[config.mk]
export PLATFORM = sky130hd
export DESIGN_NAME = muldiv_iter_flat
export DESIGN_NICKNAME = d
export VERILOG_FILES = /design/src/rtl/muldiv_iter_if.sv /design/src/rtl/muldiv_iter.sv /design/src/flat_wrapper.sv
export SDC_FILE = /design/constraint.sdc
export NUM_CORES = 1
export LEC_CHECK = 0
export BUFFER_PORTS_ARGS = -buffer_cell sky130_fd_sc_hd__buf_2
export CAP_MARGIN = 10
export CORE_MARGIN = 5
export CORE_UTILIZATION = 40
export DETAILED_ROUTE_END_ITERATION = 8
export PLACE_DENSITY = 0.55
export SETUP_SLACK_MARGIN = 0.15
export SYNTH_ARGS = -nofsm -noshare
export SYNTH_HDL_FRONTEND = slang
export SYNTH_SLANG_ARGS = --single-unit
[constraint.sdc]
create_clock -name clk -period 7 [get_ports clk]
set_clock_uncertainty 0.1 [all_clocks]
set_input_delay 1.05 -clock clk [delete_from_list [all_inputs] [get_ports clk]]
set_output_delay 1.05 -clock clk [all_outputs]
set_load 0.02 [all_outputs]
[src/rtl/muldiv_iter_if.sv]
`timescale 1ns/1ps
`default_nettype none
// ============================================================================
// Module   : muldiv_iter_if
// Brief    : Request/response bundle between the Execute stage and the
//            iterative multiply/divide unit.
// Revision : 1.0 - initial release
// ============================================================================
interface muldiv_iter_if #(
    parameter int XLEN  = 32,
    parameter int TAG_W = 5
);
    logic             flush;
    logic             in_valid;
    logic             in_ready;
    logic [2:0]       in_op;
    logic [XLEN-1:0]  in_a;
    logic [XLEN-1:0]  in_b;
    logic [TAG_W-1:0] in_tag;
    logic             out_valid;
    logic             out_ready;
    logic [XLEN-1:0]  out_result;
    logic [TAG_W-1:0] out_tag;

    modport master (
        output flush, in_valid, in_op, in_a, in_b, in_tag, out_ready,
        input  in_ready, out_valid, out_result, out_tag
    );

    modport slave (
        input  flush, in_valid, in_op, in_a, in_b, in_tag, out_ready,
        output in_ready, out_valid, out_result, out_tag
    );
endinterface
`default_nettype wire

[src/rtl/muldiv_iter.sv]
`timescale 1ns/1ps
`default_nettype none
// ============================================================================
// Module   : muldiv_iter
// Brief    : RV32M multiply/divide, radix-2 iterative (shift-add multiply,
//            restoring divide), one bit per cycle, tag passthrough.
// Revision : 1.0 - initial release
// ============================================================================
module muldiv_iter #(
    parameter int XLEN  = 32,
    parameter int TAG_W = 5
) (
    input  wire logic    clk,
    input  wire logic    rst_n,
    muldiv_iter_if.slave bus
);

    localparam int CW = $clog2(XLEN);

    localparam logic [2:0] c_OP_MUL    = 3'b000;
    localparam logic [2:0] c_OP_MULH   = 3'b001;
    localparam logic [2:0] c_OP_MULHSU = 3'b010;

    localparam logic [XLEN-1:0] c_MIN_INT = {1'b1, {(XLEN-1){1'b0}}};

    typedef enum logic [1:0] {
        S_IDLE = 2'd0,
        S_CALC = 2'd1,
        S_DONE = 2'd2
    } state_t;

    state_t            r_state;
    state_t            w_state_nxt;
    logic [CW-1:0]     r_cnt;
    logic [2:0]        r_op;
    logic [TAG_W-1:0]  r_tag;
    logic [XLEN-1:0]   r_hi;
    logic [XLEN-1:0]   r_lo;
    logic [XLEN-1:0]   r_opb;
    logic              r_neg_q;
    logic              r_neg_r;
    logic [XLEN-1:0]   r_result;
    logic [TAG_W-1:0]  r_out_tag;

    logic              w_accept;
    logic              w_is_div;
    logic              w_b_zero;
    logic              w_ovf;
    logic              w_special;
    logic [XLEN-1:0]   w_special_res;
    logic              w_a_signed;
    logic              w_b_signed;
    logic              w_a_neg;
    logic              w_b_neg;
    logic [XLEN-1:0]   w_a_mag;
    logic [XLEN-1:0]   w_b_mag;

    logic [XLEN:0]     w_sum;
    logic [XLEN-1:0]   w_mul_hi;
    logic [XLEN-1:0]   w_mul_lo;
    logic [XLEN:0]     w_rem_sh;
    logic [XLEN:0]     w_trial;
    logic [XLEN-1:0]   w_div_hi;
    logic [XLEN-1:0]   w_div_lo;
    logic [XLEN-1:0]   w_hi_nxt;
    logic [XLEN-1:0]   w_lo_nxt;
    logic [2*XLEN-1:0] w_prod;
    logic [2*XLEN-1:0] w_prod_fix;
    logic [XLEN-1:0]   w_calc_res;

    assign bus.in_ready   = (r_state == S_IDLE);
    assign bus.out_valid  = (r_state == S_DONE);
    assign bus.out_result = r_result;
    assign bus.out_tag    = r_out_tag;

    // A flush in the same cycle as in_valid wins: the request is dropped.
    assign w_accept = bus.in_valid & (r_state == S_IDLE) & ~bus.flush;

    // Divide-by-zero and signed overflow bypass the engine entirely.
    assign w_is_div  = bus.in_op[2];
    assign w_b_zero  = (bus.in_b == '0);
    assign w_ovf     = w_is_div & ~bus.in_op[0] & (bus.in_a == c_MIN_INT) & (bus.in_b == '1);
    assign w_special = w_is_div & (w_b_zero | w_ovf);

    always_comb begin
        w_special_res = '0;
        if (w_b_zero) begin
            w_special_res = bus.in_op[1] ? bus.in_a : '1;
        end else begin
            w_special_res = bus.in_op[1] ? '0 : bus.in_a;
        end
    end

    assign w_a_signed = (bus.in_op == c_OP_MULH) | (bus.in_op == c_OP_MULHSU) |
                        (w_is_div & ~bus.in_op[0]);
    assign w_b_signed = (bus.in_op == c_OP_MULH) | (w_is_div & ~bus.in_op[0]);
    assign w_a_neg    = w_a_signed & bus.in_a[XLEN-1];
    assign w_b_neg    = w_b_signed & bus.in_b[XLEN-1];
    assign w_a_mag    = w_a_neg ? -bus.in_a : bus.in_a;
    assign w_b_mag    = w_b_neg ? -bus.in_b : bus.in_b;

    // Multiply step: {hi,lo} holds partial product over the remaining multiplier bits.
    assign w_sum    = {1'b0, r_hi} + (r_lo[0] ? {1'b0, r_opb} : '0);
    assign w_mul_hi = w_sum[XLEN:1];
    assign w_mul_lo = {w_sum[0], r_lo[XLEN-1:1]};

    // Divide step: {hi,lo} is remainder:dividend, quotient bits shift into lo.
    assign w_rem_sh = {r_hi, r_lo[XLEN-1]};
    assign w_trial  = w_rem_sh - {1'b0, r_opb};
    assign w_div_hi = w_trial[XLEN] ? w_rem_sh[XLEN-1:0] : w_trial[XLEN-1:0];
    assign w_div_lo = {r_lo[XLEN-2:0], ~w_trial[XLEN]};

    assign w_hi_nxt   = r_op[2] ? w_div_hi : w_mul_hi;
    assign w_lo_nxt   = r_op[2] ? w_div_lo : w_mul_lo;
    assign w_prod     = {w_hi_nxt, w_lo_nxt};
    assign w_prod_fix = r_neg_q ? -w_prod : w_prod;

    always_comb begin
        w_calc_res = '0;
        if (!r_op[2]) begin
            w_calc_res = (r_op[1:0] == 2'b00) ? w_lo_nxt : w_prod_fix[2*XLEN-1:XLEN];
        end else if (!r_op[1]) begin
            w_calc_res = r_neg_q ? -w_lo_nxt : w_lo_nxt;
        end else begin
            w_calc_res = r_neg_r ? -w_hi_nxt : w_hi_nxt;
        end
    end

    always_comb begin
        w_state_nxt = r_state;
        if (bus.flush) begin
            w_state_nxt = S_IDLE;
        end else begin
            case (r_state)
                S_IDLE:  if (w_accept)      w_state_nxt = w_special ? S_DONE : S_CALC;
                S_CALC:  if (r_cnt == '0)   w_state_nxt = S_DONE;
                S_DONE:  if (bus.out_ready) w_state_nxt = S_IDLE;
                default: w_state_nxt = S_IDLE;
            endcase
        end
    end

    always_ff @(posedge clk or negedge rst_n) begin
        if (!rst_n) begin
            r_state <= S_IDLE;
        end else begin
            r_state <= w_state_nxt;
        end
    end

    always_ff @(posedge clk or negedge rst_n) begin
        if (!rst_n) begin
            r_cnt     <= '0;
            r_op      <= '0;
            r_tag     <= '0;
            r_hi      <= '0;
            r_lo      <= '0;
            r_opb     <= '0;
            r_neg_q   <= 1'b0;
            r_neg_r   <= 1'b0;
            r_result  <= '0;
            r_out_tag <= '0;
        end else if (bus.flush) begin
            r_cnt <= '0;
        end else begin
            case (r_state)
                S_IDLE: begin
                    if (w_accept) begin
                        r_op  <= bus.in_op;
                        r_tag <= bus.in_tag;
                        if (w_special) begin
                            r_result  <= w_special_res;
                            r_out_tag <= bus.in_tag;
                        end else begin
                            r_cnt   <= CW'(XLEN-1);
                            r_hi    <= '0;
                            r_lo    <= w_a_mag;
                            r_opb   <= w_b_mag;
                            r_neg_q <= w_a_neg ^ w_b_neg;
                            r_neg_r <= w_a_neg;
                        end
                    end
                end
                S_CALC: begin
                    r_hi <= w_hi_nxt;
                    r_lo <= w_lo_nxt;
                    if (r_cnt == '0) begin
                        r_result  <= w_calc_res;
                        r_out_tag <= r_tag;
                    end else begin
                        r_cnt <= r_cnt - CW'(1);
                    end
                end
                default: ;
            endcase
        end
    end

endmodule
`default_nettype wire
[src/flat_wrapper.sv]
// flat-port wrapper written by rule: the top's interface ports become plain ports
module muldiv_iter_flat 
#(
    parameter int XLEN  = 32,
    parameter int TAG_W = 5
)
  (clk, rst_n, bus_flush, bus_in_valid, bus_in_op, bus_in_a, bus_in_b, bus_in_tag, bus_out_ready, bus_in_ready, bus_out_valid, bus_out_result, bus_out_tag);
  muldiv_iter_if #(.XLEN(XLEN), .TAG_W(TAG_W)) bus_i ();
  input  wire logic clk;
  input  wire logic rst_n;
  input wire logic [$bits(bus_i.flush)-1:0] bus_flush;
  input wire logic [$bits(bus_i.in_valid)-1:0] bus_in_valid;
  input wire logic [$bits(bus_i.in_op)-1:0] bus_in_op;
  input wire logic [$bits(bus_i.in_a)-1:0] bus_in_a;
  input wire logic [$bits(bus_i.in_b)-1:0] bus_in_b;
  input wire logic [$bits(bus_i.in_tag)-1:0] bus_in_tag;
  input wire logic [$bits(bus_i.out_ready)-1:0] bus_out_ready;
  output wire logic [$bits(bus_i.in_ready)-1:0] bus_in_ready;
  output wire logic [$bits(bus_i.out_valid)-1:0] bus_out_valid;
  output wire logic [$bits(bus_i.out_result)-1:0] bus_out_result;
  output wire logic [$bits(bus_i.out_tag)-1:0] bus_out_tag;
  assign bus_i.flush = bus_flush;
  assign bus_i.in_valid = bus_in_valid;
  assign bus_i.in_op = bus_in_op;
  assign bus_i.in_a = bus_in_a;
  assign bus_i.in_b = bus_in_b;
  assign bus_i.in_tag = bus_in_tag;
  assign bus_i.out_ready = bus_out_ready;
  assign bus_in_ready = bus_i.in_ready;
  assign bus_out_valid = bus_i.out_valid;
  assign bus_out_result = bus_i.out_result;
  assign bus_out_tag = bus_i.out_tag;
  muldiv_iter #(.XLEN(XLEN), .TAG_W(TAG_W)) u_core (.clk(clk), .rst_n(rst_n), .bus(bus_i));
endmodule
==> flow_summary.html <==
<table>
<tr><th>Metric</th><th>Value</th></tr>
<tr><th colspan="2">STA</th></tr>
<tr><td>Max-Slew Margin vs Limit</td><td>27.29%</td></tr>
<tr><td>Min Clock Period, post-route</td><td>~6.4 ns</td></tr>
<tr><td>Transition time at the pin with the least slew margin</td><td>between 1 and 1.5 ns</td></tr>
<tr><td>Total count of max-transition violations in the final report</td><td>0</td></tr>
<tr><td>Count of endpoints failing hold in the final timing report</td><td>0</td></tr>
<tr><td># setup viols final</td><td>0</td></tr>
<tr><td>Fraction of the cycle the final worst path needs</td><td>90.79%</td></tr>
<tr><td>Summed negative setup slack over all endpoints</td><td>0 ns</td></tr>
<tr><td>Setup repair after global routing missed its margin</td><td>no</td></tr>
<tr><td>Fmax</td><td>approximately 160 MHz</td></tr>
<tr><th colspan="2">Logic synthesis</th></tr>
<tr><td>Fraction of the yosys area taken by sequential cells</td><td>approximately 23%</td></tr>
<tr><td>Avg Synthesized Cell Area</td><td>approximately 7.5 sq um</td></tr>
<tr><td>Fraction of synthesized area in multiplexers</td><td>approximately 3.5%</td></tr>
<tr><td>Adder and majority gate portion of the synthesized area</td><td>roughly 5.7%</td></tr>
<tr><td>Largest family of logic cells by synthesized area</td><td>compound AO/OA/AOI/OAI gates</td></tr>
<tr><td>Most area-consuming cells after synthesis</td><td>sky130_fd_sc_hd__dfrtp_1, sky130_fd_sc_hd__xnor2_1, sky130_fd_sc_hd__a21oi_1, sky130_fd_sc_hd__nand2_1, sky130_fd_sc_hd__ha_1</td></tr>
<tr><td>Most common cell in the netlist</td><td>sky130_fd_sc_hd__nand2_1</td></tr>
<tr><td>Instance count of the mapped netlist</td><td>2191</td></tr>
<tr><td>Mapped cell area</td><td>roughly 17000 sq um</td></tr>
<tr><td>Fraction of synthesis flops using an asynchronous set or reset pin</td><td>100.0%</td></tr>
<tr><td>Synthesized-area fraction occupied by ao, oa, aoi and oai cells</td><td>slightly below 30%</td></tr>
<tr><td>XOR/XNOR share of the synthesized area</td><td>about a tenth</td></tr>
<tr><td>Number of distinct standard cells referenced by the synthesized netlist</td><td>about 100</td></tr>
<tr><td>Top FF cell, synth</td><td>sky130_fd_sc_hd__dfrtp_1</td></tr>
<tr><td>EDFF count, synth</td><td>0</td></tr>
<tr><td>Ys Warns</td><td>0</td></tr>
<tr><td>Synth cell count leaders</td><td>sky130_fd_sc_hd__nand2_1, sky130_fd_sc_hd__nor2_1, sky130_fd_sc_hd__a21oi_1</td></tr>
<tr><td>Fraction of the mapped netlist area in simple logic gates</td><td>between 20% and 30%</td></tr>
<tr><td>Synth Net Count</td><td>approximately 2300</td></tr>
<tr><td>Post-synth top area share</td><td>22.74%</td></tr>
<tr><td>Count of state elements after synthesis</td><td>150</td></tr>
<tr><td>Post-synth top area cell</td><td>sky130_fd_sc_hd__dfrtp_1</td></tr>
<tr><th colspan="2">Run status</th></tr>
<tr><td>Outcome</td><td>complete, no violations</td></tr>
<tr><th colspan="2">GRT</th></tr>
<tr><td>Number of global-route vias before repair</td><td>about 17000</td></tr>
<tr><td>Global-route usage over all layers</td><td>between 20% and 30%</td></tr>
<tr><td>Wire length of the first global-routing pass</td><td>just over 100000 um</td></tr>
<tr><td>Largest net degree at the start of global routing</td><td>92</td></tr>
<tr><td>Number of antenna violations at the first check in global routing</td><td>2</td></tr>
<tr><td>Congestion Overflow GR</td><td>0</td></tr>
<tr><th colspan="2">Critical path</th></tr>
<tr><td>Timing startpoint of the critical path</td><td>u_core.r_lo[31]$_DFFE_PN0P_</td></tr>
<tr><td>CP max FO</td><td>5</td></tr>
<tr><td>Reg2Reg Launch Point</td><td>u_core.r_lo[31]$_DFFE_PN0P_</td></tr>
<tr><td>Kind of critical path</td><td>reg -&gt; reg</td></tr>
<tr><td>Count of cells along the worst register-to-register path</td><td>24</td></tr>
<tr><td>Cell breakdown of the critical path</td><td>inv_1, ha_1, inv_1, fa_1, a211oi_1, o211ai_1, a211o_1, nand3_1, nand3_4, nand3_1, a21boi_1, ha_1, o221ai_1, or3b_2, nor3_1, nand4_1, nor4_2, and2_1, nand2_1, o31ai_1, xnor2_1, mux2i_1, a21oi_1, a22o_1</td></tr>
<tr><td>Critical Path End Type</td><td>flop</td></tr>
<tr><td>Critical path buffer and inverter count</td><td>2</td></tr>
<tr><td>Startpoint Class</td><td>flop</td></tr>
<tr><td>R2R Setup Slk</td><td>0.64 ns</td></tr>
<tr><td>CP Data Arrival Time</td><td>6.65 ns</td></tr>
<tr><td>Max stage delay on crit path</td><td>between 0.5 and 0.6 ns</td></tr>
<tr><td>Master of the slowest instance on the critical path</td><td>sky130_fd_sc_hd__or3b_2</td></tr>
<tr><td>Cell family contributing the most delay on the critical path</td><td>simple AND/OR/NAND/NOR gates</td></tr>
<tr><td>WP data required</td><td>7.30 ns</td></tr>
<tr><td>End of the worst register-to-register path</td><td>u_core.bus.out_result[4]$_DFFE_PN0P_</td></tr>
<tr><th colspan="2">CTS</th></tr>
<tr><td>Number of H-tree levels</td><td>4</td></tr>
<tr><td>Post-CTS Setup Bufs</td><td>0</td></tr>
<tr><td>Clock buffer depth</td><td>2</td></tr>
<tr><td>Total CTS buffers</td><td>17</td></tr>
<tr><td>Clock edge transition at the registers on the reported setup and hold paths</td><td>approximately 0.080 ns</td></tr>
<tr><td>Clock tree from TritonCTS</td><td>built</td></tr>
<tr><td>Cts hold-fix bufs</td><td>0</td></tr>
<tr><td>Root Driver</td><td>sky130_fd_sc_hd__clkbuf_16</td></tr>
<tr><td>Sinks on the clock net</td><td>150</td></tr>
<tr><td>Insertion delay to the later sink of the worst-skew pair</td><td>~0.5 ns</td></tr>
<tr><th colspan="2">Placement</th></tr>
<tr><td>Input/output buffers</td><td>115</td></tr>
<tr><td>Detailed Place HPWL</td><td>51350 um</td></tr>
<tr><td>Routability cong.</td><td>between 0.9 and 1</td></tr>
<tr><th colspan="2">Die</th></tr>
<tr><td>Die boundary width</td><td>roughly 210 um</td></tr>
<tr><td>Effective utilization at floorplan</td><td>40.43%</td></tr>
<tr><td>Placeable core area</td><td>roughly 40000 sq um</td></tr>
<tr><td>Area enclosed by the die boundary</td><td>between 40000 and 50000 sq um</td></tr>
<tr><td>Placement Rows</td><td>74</td></tr>
<tr><td>Top-Level Pins</td><td>approximately 120</td></tr>
<tr><td>Overall die height</td><td>213.2 um</td></tr>
<tr><th colspan="2">Detailed routing</th></tr>
<tr><td>Final antenna-violating net count</td><td>0</td></tr>
<tr><td>Wire length reported by the detailed router</td><td>between 60000 and 70000 um</td></tr>
<tr><td>Drt wl/cell</td><td>roughly 24 um</td></tr>
<tr><td>First-pass iteration count of the detailed router</td><td>6</td></tr>
<tr><td>DRC violations left</td><td>0</td></tr>
<tr><td>Number of vias per cell</td><td>around 6.3</td></tr>
<tr><td>Number of vias in the routed layout</td><td>17440</td></tr>
<tr><td>Drt first-iter violations</td><td>1835</td></tr>
<tr><th colspan="2">Power and ir drop</th></tr>
<tr><td>Combinational share of power</td><td>around three fifths</td></tr>
<tr><td>P_int</td><td>2.902 mW</td></tr>
<tr><td>Leak Pwr</td><td>approximately 7.4 nW</td></tr>
<tr><td>Total power per unit cell area</td><td>337.6 nW/um^2</td></tr>
<tr><td>Switching part of the total</td><td>a little over half</td></tr>
<tr><td>Switching power summed over all nets</td><td>~3.2 mW</td></tr>
<tr><td>Flop pwr share</td><td>22.9%</td></tr>
<tr><td>Peak supply drop</td><td>0.0002256 V</td></tr>
<tr><td>Clock network fraction of design power</td><td>around 16%</td></tr>
<tr><th colspan="2">Job</th></tr>
<tr><td>Max_cap viols</td><td>0</td></tr>
<tr><th colspan="2">Worst hold path</th></tr>
<tr><td>Classification of the worst-slack hold path</td><td>reg -&gt; reg</td></tr>
<tr><td>Min-delay src</td><td>u_core.bus.out_result[7]$_DFFE_PN0P_</td></tr>
<tr><td>Worst min-delay path endpoint</td><td>u_core.bus.out_result[7]$_DFFE_PN0P_</td></tr>
<tr><td>Hold path cells</td><td>2</td></tr>
<tr><th colspan="2">Final layout</th></tr>
<tr><td>Layout overhead on the synthesized area</td><td>9.702%</td></tr>
<tr><td>Fill cells</td><td>between 4000 and 5000</td></tr>
<tr><td>Util after Layout</td><td>44.35%</td></tr>
<tr><td>Layout Nets</td><td>approximately 2400</td></tr>
<tr><td>Fraction of layout cells with a size suffix above 1</td><td>between 10% and 20%</td></tr>
</table>
-- worst reg2reg max path, cell delays in order (launching register included) --
cell and delay (ns):
sky130_fd_sc_hd__dfrtp_1 0.43, sky130_fd_sc_hd__inv_1 0.13, sky130_fd_sc_hd__ha_1 0.19, sky130_fd_sc_hd__inv_1 0.06
sky130_fd_sc_hd__fa_1 0.43, sky130_fd_sc_hd__a211oi_1 0.30, sky130_fd_sc_hd__o211ai_1 0.21, sky130_fd_sc_hd__a211o_1 0.40
sky130_fd_sc_hd__nand3_1 0.33, sky130_fd_sc_hd__nand3_4 0.11, sky130_fd_sc_hd__nand3_1 0.21, sky130_fd_sc_hd__a21boi_1 0.33
sky130_fd_sc_hd__ha_1 0.26, sky130_fd_sc_hd__o221ai_1 0.18, sky130_fd_sc_hd__or3b_2 0.55, sky130_fd_sc_hd__nor3_1 0.28
sky130_fd_sc_hd__nand4_1 0.18, sky130_fd_sc_hd__nor4_2 0.27, sky130_fd_sc_hd__and2_1 0.31, sky130_fd_sc_hd__nand2_1 0.17
sky130_fd_sc_hd__o31ai_1 0.27, sky130_fd_sc_hd__xnor2_1 0.10, sky130_fd_sc_hd__mux2i_1 0.15, sky130_fd_sc_hd__a21oi_1 0.08
sky130_fd_sc_hd__a22o_1 0.21
-- placed cells by master, fill, tap and decap left out, types with 8 or more instances in the layout --
| cell | synthesis | final |
|---|---|---|
| sky130_fd_sc_hd__nand2_1 | 247 | 245 |
| sky130_fd_sc_hd__nor2_1 | 213 | 211 |
| sky130_fd_sc_hd__a21oi_1 | 205 | 205 |
| sky130_fd_sc_hd__o21ai_0 | 174 | 174 |
| sky130_fd_sc_hd__dfrtp_1 | 150 | 149 |
| sky130_fd_sc_hd__xnor2_1 | 121 | 121 |
| sky130_fd_sc_hd__buf_2 | 17 | 114 |
| sky130_fd_sc_hd__inv_1 | 72 | 72 |
| sky130_fd_sc_hd__ha_1 | 71 | 71 |
| sky130_fd_sc_hd__xor2_1 | 65 | 65 |
| sky130_fd_sc_hd__nor3_1 | 60 | 60 |
| sky130_fd_sc_hd__and2_1 | 50 | 50 |
| sky130_fd_sc_hd__a31oi_1 | 43 | 43 |
| sky130_fd_sc_hd__nand3_1 | 41 | 41 |
| sky130_fd_sc_hd__nand4_1 | 36 | 36 |
| sky130_fd_sc_hd__buf_4 | 2 | 33 |
| sky130_fd_sc_hd__a211oi_1 | 30 | 30 |
| sky130_fd_sc_hd__a21o_1 | 29 | 29 |
| sky130_fd_sc_hd__o31ai_1 | 29 | 29 |
| sky130_fd_sc_hd__mux2i_1 | 29 | 29 |
| sky130_fd_sc_hd__or3_1 | 27 | 26 |
| sky130_fd_sc_hd__mux2_2 | 22 | 22 |
| sky130_fd_sc_hd__o211ai_1 | 21 | 21 |
| sky130_fd_sc_hd__nor4_1 | 21 | 19 |
| sky130_fd_sc_hd__o221ai_1 | 18 | 18 |
| sky130_fd_sc_hd__a22o_1 | 18 | 18 |
| sky130_fd_sc_hd__clkbuf_16 | 0 | 17 |
| sky130_fd_sc_hd__a221oi_1 | 15 | 15 |
| sky130_fd_sc_hd__and3_1 | 14 | 14 |
| sky130_fd_sc_hd__nand2b_1 | 13 | 12 |
| sky130_fd_sc_hd__or2_2 | 11 | 11 |
| sky130_fd_sc_hd__o21bai_1 | 11 | 11 |
| sky130_fd_sc_hd__o21a_1 | 10 | 10 |
| sky130_fd_sc_hd__a211o_1 | 9 | 9 |
| sky130_fd_sc_hd__nor2b_1 | 10 | 9 |
| sky130_fd_sc_hd__or4_1 | 10 | 9 |
| sky130_fd_sc_hd__a21boi_0 | 10 | 9 |
| sky130_fd_sc_hd__o41ai_1 | 9 | 9 |
| sky130_fd_sc_hd__a311oi_1 | 8 | 8 |
-- area by class of cell --
| class | count | area, sq um | share of cell area [%] |
|---|---|---|---|
| Inverter | 73 | 274.0 | 1.513 |
| Timing Repair Buffer | 150 | 869.6 | 4.802 |
| Multi-Input combinational cell | 1843 | 11970 | 66.12 |
| Clock inverter | 12 | 110.1 | 0.6080 |
| Sequential cell | 150 | 3757 | 20.75 |
| Clock buffer | 20 | 456.7 | 2.522 |
| Antenna cell | 1 | 2.502 | 0.01382 |
| Tap cell | 532 | 665.6 | 3.676 |
-- registers in the layout, indices dropped and copies added (netlist names) --
signal / cells
u_core.bus.out_result: 32
u_core.r_hi: 32
u_core.r_lo: 32
u_core.r_opb: 32
u_core.bus.out_tag: 5
u_core.r_cnt: 5
u_core.r_tag: 5
u_core.r_op: 3
u_core.r_state: 2
u_core.r_neg_q: 1
u_core.r_neg_r: 1
-- power groups by stage --
stage	registers, mW	logic [mW]	clock network (mW)
2_1_floorplan	1.37	2.59	0
5_1_grt	1.43	4.06	0.998
3_5_place_dp	1.41	3.68	0
6_report	1.40	3.77	0.947
3_3_place_gp	1.40	3.67	0
4_1_cts	1.39	3.70	0.973
-- kinds of logic after synthesis --
logic type / after synthesis
AOI/OAI and AO/OA: 733
buffers and inverters: 198
adders and majority gates: 75
xor gates and xnor gates: 186
muxes: 53
and+or+nand+nor: 796
DFF: 150
-- metal layers --
metal	up-vias	track usage, %	routed length (um)
met4	2	11.38	2456
met1	8404	39.78	29380
met5	-	0	7
met3	141	8.786	6238
met2	735	44.14	29340
li1	8153	-	-
-- stage by stage --
stage | power, mW | setup slack, ns | std cells | cell area (sq um) | hold WS, ns
2_1_floorplan | 3.959 | 1.335 | 2191 | 16510 | 0.3639
3_3_place_gp | 5.072 | 0.8117 | 2748 | 17530 | 0.3466
3_5_place_dp | 5.090 | 0.5856 | 2748 | 17530 | 0.3559
4_1_cts | 6.065 | 0.5502 | 2780 | 18100 | 0.3727
5_1_grt | 6.487 | 0.2586 | 2780 | 18110 | 0.4019
6_report | 6.113 | 0.6445 | 2781 | 18110 | 0.3677
-- worst max path at each step --
stage	cells after the start	endpoint
global placement	24	u_core.bus.out_result[6]$_DFFE_PN0P_
floorplan	25	u_core.bus.out_result[24]$_DFFE_PN0P_
finish	24	u_core.bus.out_result[4]$_DFFE_PN0P_
detailed placement	24	u_core.bus.out_result[6]$_DFFE_PN0P_
global route	24	u_core.bus.out_result[4]$_DFFE_PN0P_
CTS	24	u_core.bus.out_result[6]$_DFFE_PN0P_
-- repair_timing --
action | in CTS | in global routing
resized for setup | 0 | 3
setup endpoints to repair | 0 | 10
endpoints found under the hold margin | 0 | 0
Power figures use the tool's default switching activity.
